File: config.mk
export PLATFORM = sky130hd
export DESIGN_NAME = matmul_ctrl
export DESIGN_NICKNAME = d
export VERILOG_FILES = /design/src/rtl/matmul_ctrl.sv
export SDC_FILE = /design/constraint.sdc
export NUM_CORES = 1
export LEC_CHECK = 0
export ABC_AREA = 1
export CORE_ASPECT_RATIO = 0.7
export CORE_UTILIZATION = 54
export CTS_CLUSTER_DIAMETER = 150
export DETAILED_ROUTE_END_ITERATION = 10
export PLACE_DENSITY = 0.89
export SLEW_MARGIN = 10
export SYNTH_ARGS = -nofsm -noshare
export SYNTH_HDL_FRONTEND = slang
export SYNTH_SLANG_ARGS = --single-unit
File: constraint.sdc
create_clock -name clk -period 3.6 [get_ports clk]
set_input_delay 0.36 -clock clk [delete_from_list [all_inputs] [get_ports clk]]
set_output_delay 0.36 -clock clk [all_outputs]
set_load 0.03 [all_outputs]
File: src/rtl/matmul_ctrl.sv
// Host-side sequencer for a matrix-multiply core: loads A and B from an element
// stream, pulses start, waits for done, then streams the captured C back out.
module matmul_ctrl #(
  parameter int mat_size = 2,
  parameter int dat_size = 8,
  parameter int timeout  = 256
) (
  input  logic                                             clk,
  input  logic                                             rst,
  input  logic                                             in_valid,
  output logic                                             in_ready,
  input  logic [dat_size-1:0]                              in_data,
  output logic                                             out_valid,
  input  logic                                             out_ready,
  output logic [dat_size-1:0]                              out_data,
  output logic                                             busy,
  output logic                                             err,
  output logic                                             start,
  input  logic                                             done,
  output logic [mat_size-1:0][mat_size-1:0][dat_size-1:0]  mat_A,
  output logic [mat_size-1:0][mat_size-1:0][dat_size-1:0]  mat_B,
  input  logic [mat_size-1:0][mat_size-1:0][dat_size-1:0]  mat_C
);

  localparam int IW = (mat_size > 1) ? $clog2(mat_size) : 1;
  localparam int TW = $clog2(timeout + 1);
  localparam logic [IW-1:0] LAST_IDX = IW'(mat_size - 1);
  localparam logic [TW-1:0] T_LAST   = TW'(timeout - 1);

  typedef logic [mat_size-1:0][mat_size-1:0][dat_size-1:0] mat_t;
  typedef enum logic [2:0] {S_IDLE, S_LOAD_A, S_LOAD_B, S_START, S_WAIT, S_DRAIN} state_t;

  state_t              state_q, state_d;
  logic [IW-1:0]       row_q, row_d, col_q, col_d;
  logic [IW-1:0]       row_inc_s, col_inc_s;
  logic [TW-1:0]       tcnt_q, tcnt_d;
  mat_t                a_q, a_d, b_q, b_d, c_q, c_d;
  logic                in_ready_q, in_ready_d;
  logic                out_valid_q, out_valid_d;
  logic [dat_size-1:0] out_data_q, out_data_d;
  logic                busy_q, busy_d;
  logic                err_q, err_d;
  logic                start_q, start_d;
  logic                in_fire_s, out_fire_s, last_s;

  assign in_fire_s  = in_valid && in_ready_q;
  assign out_fire_s = out_valid_q && out_ready;
  assign last_s     = (row_q == LAST_IDX) && (col_q == LAST_IDX);

  // Row-major successor of the current element position.
  always_comb begin
    if (col_q == LAST_IDX) begin
      col_inc_s = '0;
      row_inc_s = row_q + 1'b1;
    end else begin
      col_inc_s = col_q + 1'b1;
      row_inc_s = row_q;
    end
  end

  // Next-state logic and matrix register updates.
  always_comb begin
    state_d = state_q;
    row_d   = row_q;
    col_d   = col_q;
    tcnt_d  = tcnt_q;
    a_d     = a_q;
    b_d     = b_q;
    c_d     = c_q;
    err_d   = err_q;
    case (state_q)
      S_IDLE: begin
        if (in_fire_s) begin
          a_d[row_q][col_q] = in_data;
          err_d   = 1'b0;
          row_d   = row_inc_s;
          col_d   = col_inc_s;
          state_d = S_LOAD_A;
        end else begin
          state_d = S_IDLE;
        end
      end
      S_LOAD_A: begin
        if (in_fire_s) begin
          a_d[row_q][col_q] = in_data;
          if (last_s) begin
            row_d   = '0;
            col_d   = '0;
            state_d = S_LOAD_B;
          end else begin
            row_d = row_inc_s;
            col_d = col_inc_s;
          end
        end else begin
          state_d = S_LOAD_A;
        end
      end
      S_LOAD_B: begin
        if (in_fire_s) begin
          b_d[row_q][col_q] = in_data;
          if (last_s) begin
            row_d   = '0;
            col_d   = '0;
            state_d = S_START;
          end else begin
            row_d = row_inc_s;
            col_d = col_inc_s;
          end
        end else begin
          state_d = S_LOAD_B;
        end
      end
      S_START: begin
        tcnt_d  = '0;
        state_d = S_WAIT;
      end
      S_WAIT: begin
        // A done level in the first WAIT cycle may be stale from the previous run.
        if ((tcnt_q != '0) && done) begin
          c_d     = mat_C;
          row_d   = '0;
          col_d   = '0;
          state_d = S_DRAIN;
        end else if (tcnt_q == T_LAST) begin
          err_d   = 1'b1;
          state_d = S_IDLE;
        end else begin
          tcnt_d = tcnt_q + 1'b1;
        end
      end
      S_DRAIN: begin
        if (out_fire_s) begin
          if (last_s) begin
            row_d   = '0;
            col_d   = '0;
            state_d = S_IDLE;
          end else begin
            row_d = row_inc_s;
            col_d = col_inc_s;
          end
        end else begin
          state_d = S_DRAIN;
        end
      end
      default: begin
        row_d   = '0;
        col_d   = '0;
        state_d = S_IDLE;
      end
    endcase
  end

  // Outputs are registered from the next state so they line up with state_q.
  always_comb begin
    in_ready_d  = (state_d == S_IDLE) || (state_d == S_LOAD_A) || (state_d == S_LOAD_B);
    out_valid_d = (state_d == S_DRAIN);
    busy_d      = (state_d != S_IDLE);
    start_d     = (state_d == S_START);
    if (state_d == S_DRAIN) begin
      out_data_d = c_d[row_d][col_d];
    end else begin
      out_data_d = '0;
    end
  end

  // State and output registers with synchronous reset.
  always_ff @(posedge clk) begin
    if (rst) begin
      state_q     <= S_IDLE;
      row_q       <= '0;
      col_q       <= '0;
      tcnt_q      <= '0;
      a_q         <= '0;
      b_q         <= '0;
      c_q         <= '0;
      in_ready_q  <= 1'b0;
      out_valid_q <= 1'b0;
      out_data_q  <= '0;
      busy_q      <= 1'b0;
      err_q       <= 1'b0;
      start_q     <= 1'b0;
    end else begin
      state_q     <= state_d;
      row_q       <= row_d;
      col_q       <= col_d;
      tcnt_q      <= tcnt_d;
      a_q         <= a_d;
      b_q         <= b_d;
      c_q         <= c_d;
      in_ready_q  <= in_ready_d;
      out_valid_q <= out_valid_d;
      out_data_q  <= out_data_d;
      busy_q      <= busy_d;
      err_q       <= err_d;
      start_q     <= start_d;
    end
  end

  assign in_ready  = in_ready_q;
  assign out_valid = out_valid_q;
  assign out_data  = out_data_q;
  assign busy      = busy_q;
  assign err       = err_q;
  assign start     = start_q;
  assign mat_A     = a_q;
  assign mat_B     = b_q;

endmodule
==> implementation parameters <==
Parameter                              Value

Detailed routing
  Post-detailed-route DRC marker count    0
  Post-route ant nets    0
  Drt first-iter violations    873
  Routed wire length per instance    16.9 um
  Metal2 WL    7.47 mm
  Routed via count    5554
  Detailed-router iteration count before antenna repair    6
  Top Layer Used    met4
  Met1 Wirelength    6.81 mm
  Met3 Routed Length    1.45 mm
  Total length of routed wires    16.2 mm
  Number of vias per cell    5.79

Clock tree
  Insertion delay of the later-clocked pin in the worst-skew pair    0.41 ns
  Clock slew seen by the registers of the worst setup and hold paths    0.05 ns
  CTS tree    done
  Cts-stage hold buffer count    0
  Number of CTS-inserted buffers    17
  Clk root buf    sky130_fd_sc_hd__clkbuf_16
  H-tree depth    4
  Setup fix buffers added after clock tree synthesis    0
  Number of instances resized during post-cts repair    0
  Maximum clock insertion buffer count    2
  # clock sinks    123

Outcome
  Outcome    finished, final reports clean

Yosys
  Number of synthesized register bits    123
  Count of flip-flops with a built-in enable after synthesis    0
  Seq/Total Area, Yosys    0.463
  Leading register cell type out of synthesis    sky130_fd_sc_hd__dfxtp_1
  Portion of synthesized cell area occupied by the leading cell type    0.463
  Post-synthesis area per instance    7.43 um2
  Top area cells in the synthesized netlist    sky130_fd_sc_hd__dfxtp_1 46%, sky130_fd_sc_hd__nand2_1 10%, sky130_fd_sc_hd__a21oi_1 9.2%
  Area share of fa/ha/maj cells after synthesis    0.0165
  Distinct cells, synth    33
  Simple-gate share of the synthesized area    0.283
  Share of cell area taken by muxes after synthesis    0
  Cell accounting for the most synthesized area    sky130_fd_sc_hd__dfxtp_1
  Largest family of logic cells by synthesized area    simple AND/OR/NAND/NOR gates
  Net count of the mapped netlist    768
  Synthesized instance count    716
  Post-synthesis async set-or-reset flop share    0
  Synthesized-area fraction occupied by ao, oa, aoi and oai cells    0.153
  XOR/XNOR share of the synthesized area    0
  Area of the mapped netlist    5320 um2
  Count of warnings emitted by yosys    0

Worst setup path
  Largest fanout on the critical path    17
  CP Class    reg2reg
  Signal arrival time at the worst endpoint    2.70 ns
  Required time of the critical path    3.94 ns
  Crit. End Element    register
  Type of origin of the critical path    register

Timing
  Worst slew pin tran    1.00 ns
  Final-report max-slew violation count    0
  Accumulated negative setup slack    0 ns
  RSZ-0062 raised after global routing    false
  Max-slew headroom at the worst pin    0.331
  Post-layout minimum cycle time    2.36 ns
  Final Hold Vio Count    0
  Setup skew after layout    0.0129 ns
  Highest attainable clock frequency    0.423 GHz
  Final Cycle Share    0.657
  Final setup viols    0

Global routing
  Initial antenna violation count    0
  Pin count of the biggest net entering global routing    68
  First-pass GRT wire length    26.1 mm
  Overall routing resource usage    0.328
  Via count of the first global-routing pass    5222
  Congestion Overflow GR    0

Die
  Width of the chip    121 um
  Core Box Area    9330 um2
  Top-level I/O count    122
  Number of placement rows    29
  Initial Util    0.571
  Floorplan die height    85.1 um
  Area enclosed by the die boundary    10300 um2

Final layout
  Non-Filler Instances    959
  Fraction of final layout cells with drive strength greater than 1    0.0743
  Layout overhead on the synthesized area    33.6%
  Final-stage net count    875
  Most common cell after layout, fill and taps aside    sky130_fd_sc_hd__nand2_1
  Antenna diode instance count    0
  Commonest cells after routing, fill and taps aside    144 x sky130_fd_sc_hd__nand2_1, 123 x sky130_fd_sc_hd__dfxtp_1, 120 x sky130_fd_sc_hd__clkdlybuf4s50_1

Placement
  Port Buffers    121
  HPWL after DPL    10.2 mm
  Final estimated routing congestion in global placement    0.875
  Cell total after placement    928

Power and ir drop
  Leak    2.77 nW
  Power per standard cell area    471 nW/um2
  Highest ir drop seen on vdd    0.400 mV

Hold path
  Hold crit path type    reg2reg

Run
  Maxcap violations    0
state kept, by name (all words and copies together), names as in the netlist:
register / flops
out_valid: 1
start: 1
mat_A: 32
c_q: 32
err: 1
mat_B: 32
in_ready: 1
busy: 1
col_q: 1
tcnt_q: 9
state_q: 3
row_q: 1
out_data: 8
cell families (layout without fill, tap and decap cells):
family	count (synthesis)	count (layout)
compound gates	156	156
fa+ha+maj	7	7
buf+inv	105	224
flops	123	123
simple gates	325	325
power by group:
| group | internal (mW) | leakage [nW] | total [mW] | switching (mW) |
|---|---|---|---|---|
| Clock | 1.10 | 0.292 | 1.69 | 0.591 |
| Combinational | 0.100 | 1.48 | 0.264 | 0.164 |
| Sequential | 1.38 | 0.993 | 1.39 | 0.0123 |
| Total | 2.58 | 2.77 | 3.35 | 0.767 |
cells in the mapped netlist (2+ instances only):
| library cell | n |
|---|---|
| sky130_fd_sc_hd__nor2_2 | 2 |
| sky130_fd_sc_hd__nand4_1 | 34 |
| sky130_fd_sc_hd__a21oi_1 | 98 |
| sky130_fd_sc_hd__nor2_4 | 2 |
| sky130_fd_sc_hd__ha_1 | 7 |
| sky130_fd_sc_hd__buf_2 | 5 |
| sky130_fd_sc_hd__dfxtp_1 | 123 |
| sky130_fd_sc_hd__nand3_2 | 3 |
| sky130_fd_sc_hd__nor2_1 | 50 |
| sky130_fd_sc_hd__o21ai_0 | 52 |
| sky130_fd_sc_hd__buf_6 | 2 |
| sky130_fd_sc_hd__nor3_1 | 5 |
| sky130_fd_sc_hd__inv_2 | 8 |
| sky130_fd_sc_hd__clkbuf_1 | 23 |
| sky130_fd_sc_hd__inv_1 | 57 |
| sky130_fd_sc_hd__nand3_1 | 75 |
| sky130_fd_sc_hd__nand2_1 | 144 |
| sky130_fd_sc_hd__nand2_2 | 4 |
| sky130_fd_sc_hd__buf_4 | 7 |
| sky130_fd_sc_hd__a21oi_4 | 2 |
per-layer routing:
| layer | track usage | vias up |
|---|---|---|
| li1 | - | 2607 |
| met1 | 0.430 | 2559 |
| met2 | 0.524 | 339 |
| met3 | 0.0820 | 49 |
| met4 | 0.121 | 0 |
| met5 | 0 | - |
critical path: stages (launching register included):
cell                      delay (ns)
sky130_fd_sc_hd__dfxtp_1        0.50
sky130_fd_sc_hd__inv_1          0.15
sky130_fd_sc_hd__ha_1           0.35
sky130_fd_sc_hd__nand3_1        0.11
sky130_fd_sc_hd__nand2_1        0.08
sky130_fd_sc_hd__nand2_1        0.13
sky130_fd_sc_hd__nand2_2        0.11
sky130_fd_sc_hd__a21oi_4        0.42
sky130_fd_sc_hd__nand3_1        0.15
sky130_fd_sc_hd__nand3_1        0.10
sky130_fd_sc_hd__nand2_1        0.06
sky130_fd_sc_hd__nor2_1         0.12
per-stage QoR:
step           instance area, um2  worst slack, ns  power, mW   util  hold slack [ns]
3_5_place_dp                 6520             1.12       1.67  0.699            0.437
2_1_floorplan                5320             1.78       1.56      -            0.443
3_3_place_gp                 6520             1.20       1.67  0.699            0.433
6_report                     7110             1.24       3.35  0.763            0.442
5_1_grt                      7110             1.08       3.44  0.763            0.466
4_1_cts                      7110             1.27       3.34  0.763            0.446
final timing paths:
kind,startpoint,end,slack [ns],depth (start not counted)
worst max register to register,row_q,out_data[0],1.24,11
worst max-delay path,row_q,out_data[0],1.24,11
worst min-delay path,mat_A[2],mat_A[2],0.44,2
worst min register to register,mat_A[2],mat_A[2],0.44,2
final cells by class:
cell class	instances	area, um2
clock buffers	24	502
clock inverters	7	87.6
fillers	621	2210
inverters	66	248
multi-input cells	488	2410
flip-flops and latches	123	2460
well taps	124	155
repair buffers	127	1250
Note: power is estimated with default switching activity, not from simulation.
